===== src/rtl/hazard_scoreboard.sv =====
// hazard_scoreboard: tracks in-flight producers, forwards operands and stalls on load-use hazards
module hazard_scoreboard #(
  parameter int XLEN      = 32,
  parameter int FWD_DEPTH = 3,
  parameter int LOAD_LAT  = 1,
  parameter int CNT_W     = 16
) (
  input  logic                      clk_i,
  input  logic                      rst_i,
  input  logic                      id_valid_i,
  input  logic [4:0]                id_rs1_i,
  input  logic [4:0]                id_rs2_i,
  input  logic                      id_use_rs1_i,
  input  logic                      id_use_rs2_i,
  input  logic [4:0]                id_rd_i,
  input  logic                      id_we_i,
  input  logic                      id_is_load_i,
  input  logic                      flush_i,
  input  logic [FWD_DEPTH*XLEN-1:0] stage_data_i,
  output logic                      stall_o,
  output logic                      fwd1_hit_o,
  output logic                      fwd2_hit_o,
  output logic [XLEN-1:0]           fwd1_data_o,
  output logic [XLEN-1:0]           fwd2_data_o,
  output logic [CNT_W-1:0]          stall_cnt_o
);
  logic [FWD_DEPTH-1:0] v, we, ld;
  logic [4:0]           rd [FWD_DEPTH];
  logic                 stall1, stall2, ins;
  assign stall_o = id_valid_i && !flush_i && (stall1 || stall2);
  assign ins     = id_valid_i && !stall_o && !flush_i;
  // scan oldest to youngest so the youngest matching producer overrides older ones
  always_comb begin
    stall1      = 1'b0;
    stall2      = 1'b0;
    fwd1_hit_o  = 1'b0;
    fwd2_hit_o  = 1'b0;
    fwd1_data_o = '0;
    fwd2_data_o = '0;
    for (int k = FWD_DEPTH-1; k >= 0; k--) begin
      if (v[k] && we[k] && rd[k] == id_rs1_i && id_rs1_i != 5'd0 && id_use_rs1_i) begin
        stall1      = ld[k] && k < LOAD_LAT;
        fwd1_hit_o  = !stall1;
        fwd1_data_o = stall1 ? '0 : stage_data_i[k*XLEN +: XLEN];
      end
      if (v[k] && we[k] && rd[k] == id_rs2_i && id_rs2_i != 5'd0 && id_use_rs2_i) begin
        stall2      = ld[k] && k < LOAD_LAT;
        fwd2_hit_o  = !stall2;
        fwd2_data_o = stall2 ? '0 : stage_data_i[k*XLEN +: XLEN];
      end
    end
  end
  // valid bits advance one stage per edge; stall counter saturates
  always_ff @(posedge clk_i or negedge rst_i) begin
    if (!rst_i) begin
      v           <= '0;
      stall_cnt_o <= '0;
    end else begin
      for (int k = 1; k < FWD_DEPTH; k++) v[k] <= v[k-1];
      v[0]        <= ins;
      stall_cnt_o <= (stall_o && !(&stall_cnt_o)) ? stall_cnt_o + 1'b1 : stall_cnt_o;
    end
  end
  // entry payload follows the valid bits; meaningless while the entry is a bubble
  always_ff @(posedge clk_i) begin
    for (int k = 1; k < FWD_DEPTH; k++) begin
      rd[k] <= rd[k-1];
      we[k] <= we[k-1];
      ld[k] <= ld[k-1];
    end
    rd[0] <= id_rd_i;
    we[0] <= id_we_i;
    ld[0] <= id_is_load_i;
  end
endmodule


===== config.mk =====
export PLATFORM = sky130hd
export DESIGN_NAME = hazard_scoreboard
export DESIGN_NICKNAME = d
export VERILOG_FILES = /design/src/rtl/hazard_scoreboard.sv
export SDC_FILE = /design/constraint.sdc
export NUM_CORES = 1
export LEC_CHECK = 0
export CORE_ASPECT_RATIO = 1.1
export CORE_UTILIZATION = 38
export CTS_BUF_LIST = sky130_fd_sc_hd__clkbuf_16
export DETAILED_ROUTE_END_ITERATION = 10
export GPL_TIMING_DRIVEN = 0
export PLACE_DENSITY = 0.82
export SETUP_SLACK_MARGIN = 0.05
export SLEW_MARGIN = 20
export SYNTH_ARGS = -nofsm -noshare
export SYNTH_HDL_FRONTEND = slang
export SYNTH_SLANG_ARGS = --single-unit

===== constraint.sdc =====
create_clock -name clk_i -period 3 [get_ports clk_i]
set_input_delay 0.45 -clock clk_i [delete_from_list [all_inputs] [get_ports clk_i]]
set_output_delay 0.45 -clock clk_i [all_outputs]
set_load 0.005 [all_outputs]

==> impl_results.md <==
- Syn Inst Count: 425
- Worst-path clk slew: 0.06 ns
- Wire length per cell: 19.7 um
- RSZ-0062 raised after global routing: true
- Sequential power share: 39.2%
- CTS max path bufs: 2
- CTS buffer count: 5
- Combinational Power Share: 23.9%
- NumNets Final: 776
- Post-synth EDFFs: 0
- Final Hold Fails: 0
- Ant diodes: 0
- Final setup violation count: 5
- Final core utilization: 72.6%
- Router iterations before antenna repair: 5
- Worst setup SP type: primary input
- Seq cells post-synth: 38
- Crit path kind: primary input to output port
- Worst-Skew Late Latency: 0.28 ns
- Drt initial violations: 302
- Psw: 0.000353 W
- Max-Cap Viols: 0
- Sw Ratio: 25.6%
- Share of layout cells above drive strength 1: 25.4%
- Critical Path AT: 2.68 ns
- Worst-Margin Slew: 0.911 ns
- Synthesized Nets: 545
- Worst EP required: 2.55 ns
- Area growth, synth to finish: 84.9%
- Hold_sp: we[1]
- Post-synth cell types: 34
- First-pass GRT wire length: 23,200 um
- Final routed DRC violation total: 0
- Final GP Congestion: 0.893
- Commonest non-fill, non-tap cell in the layout: clkdlybuf4s50_1
- WL final: 15,200 um
- Final period util: 104%
- CTS tree: built
- Place WS: -1.16 ns
- Sink Count: 38
- Syn Area/Cell: 7.72 um^2
- CP endpoint kind: output port
- Port Buf Inserts: 201
- Fin. max-slew vios: 0
- Max_slew headroom: 39.1%
- Fmax: 0.319 GHz
- Initial core utilization: 39.2%
- Final setup margin: -0.133 ns
- Hold WC Path Type: register to register
- Number of global-route vias before repair: 4,664
- Leakage: 2.61 nW
- PwrDens: 227 nW/um^2
- R2R Path Start: rd[0][2]
- Critical Path Fanout Max: 10
- # H-tree levels: 2
- Synth Flop Type: dfxtp_1
- Largest net degree at the start of global routing: 20
- Worst Skew: 0.00538 ns
- Most frequent CP cell: clkdlybuf4s50_1
- Std cell rows: 35
- Critical path's slowest cell: clkdlybuf4s50_1
- Remaining Overflow, GRT: 0
- CP peak stage delay: 0.54 ns
- Clk root buf: clkbuf_16
- HPWL Detailed: 10,500 um
- YS warnings: 0
- Part of the power in the clock network: 36.9%
- CP cell instances: clkdlybuf4s50_1, o21ai_4, buf_6, nor4_4, buf_4, clkbuf_8, a21oi_1, a22oi_1, clkdlybuf4s50_1
- P_int: 0.00103 W
- Minimum clock period: 3.13 ns
- Status: finished, violations left
- Initial antenna violation count: 0
- Worst hold slack: 0.362 ns
- Die Ht: 99.5 um
- CORE AREA: 8360 um^2
- Die area: 9010 um^2
- Failing checks: setup timing
- Most frequent cells in the layout: 129 x clkdlybuf4s50_1, 72 x nand3_1, 51 x a22oi_1, 37 x a21oi_1, 34 x nand2b_1
- Share of flip-flops with an asynchronous set or reset: 50.0%
- Cell area after synthesis: 3280 um^2
- I/O pins: 202
- Vias per inst: 6.02
- Worst vdd ir: 0.306 mV
- Vias: 4,620
- GRT Total Usage: 31.8%
- Seq/Total Area, Yosys: 26.1%
- CP startpoint: id_use_rs1_i
- Post-route ant nets: 0
- Chip Width: 90.6 um
==> metrics by stage <==
stage	power [W]	std cells	cell area (um^2)	setup TNS (ns)
3_5_place_dp	0.000846	737	5440	-72.17
3_3_place_gp	0.000839	737	5430	-73.37
6_report	0.00138	768	6070	-0.624
5_1_grt	0.00143	768	6070	-1.35
2_1_floorplan	0.000630	425	3280	0
4_1_cts	0.00136	758	5940	-0.834
==> flip-flops by register name, indices dropped and copies added, names as in the netlist <==
| signal | count |
|---|---|
| rd | 15 |
| v | 3 |
| we | 3 |
| stall_cnt_o | 16 |
| ld | 1 |
==> cells by family (layout without fill, tap and decap cells) <==
family	count (synthesis)	in the layout	synth area share, %
adder cells (fa/ha/maj)	1	1	0.381
flip-flops	38	38	26.1
XOR/XNOR	43	43	11.5
AO/OA/AOI/OAI	154	154	30.9
AND/OR/NAND/NOR	146	146	25.2
buffers and inverters	40	272	4.92
multiplexers	3	3	1.03
==> worst paths after layout <==
path | endpoint | slack (ns) | cells past startpoint
setup / recovery | fwd1_data_o[30] | -0.13 | 9
hold / removal | we[2] | 0.36 | 0
setup reg to reg | stall_cnt_o[12] | 0.54 | 7
hold reg to reg | we[2] | 0.36 | 0
max in group asynchronous | v[0] | 1.76 | 1
min in group asynchronous | v[1] | 0.68 | 1
==> power groups by stage <==
stage / clock, W / combinational, W / sequential [W]
4_1_cts: 0.000510 / 0.000315 / 0.000539
5_1_grt: 0.000534 / 0.000350 / 0.000541
2_1_floorplan: 0 / 0.0000839 / 0.000546
3_5_place_dp: 0 / 0.000297 / 0.000549
6_report: 0.000508 / 0.000329 / 0.000540
3_3_place_gp: 0 / 0.000291 / 0.000548
==> cells in the mapped netlist (2+ instances only) <==
cell type	number	area share, %
dfxtp_1	19	12
o21ai_0	3	0.46
or4_1	6	1.4
nand2_1	7	0.80
clkbuf_1	30	3.4
nand4_1	8	1.5
nand3_1	72	11
o21ai_2	2	0.53
mux2_1	3	1.0
buf_1	3	0.34
dfrtp_1	19	14
o211ai_1	5	1.1
and3_1	2	0.38
xnor2_1	32	8.5
nand2b_1	34	6.5
o21ai_1	6	0.92
nor2_1	2	0.23
buf_2	6	0.92
a2111oi_2	3	1.4
nor3_1	3	0.46
a21oi_1	66	10
xor2_1	11	2.9
and2_1	2	0.38
a211oi_1	4	0.92
a22oi_1	64	15
nor4_1	5	0.95
==> metal layers <==
metal | wire length (um) | up-vias | global-route usage (%)
met4 | 252 | 0 | 11.4
met2 | 7850 | 272 | 56.2
li1 | - | 2078 | -
met3 | 1150 | 30 | 6.42
met5 | 0 | - | 0
met1 | 5910 | 2240 | 38.0
==> critical path, delay by kind of cell <==
family / cells / cell delay (ns)
buffers and inverters: 5 / 1.55
AOI/OAI and AO/OA: 3 / 0.39
and+or+nand+nor: 1 / 0.29
==> final cells by class <==
type | instances | area (um^2)
Clock buffer | 5 | 125
Tap cell | 111 | 139
Timing Repair Buffer | 226 | 1990
Clock inverter | 3 | 16.3
Multi-Input combinational cell | 347 | 2550
Buffer | 38 | 388
Fill cell | 666 | 2300
Sequential cell | 38 | 856
==> repair_timing <==
| action | 4_1_cts | 5_1_grt |
|---|---|---|
| setup buffers | 18 | 11 |
| pin swaps | 11 | 14 |
| cloned | 0 | 0 |
| gates resized for setup | 222 | 97 |
| endpoints found under the setup margin | 72 | 66 |
| hold buffers | 0 | 0 |
Power figures use the tool's default switching activity.
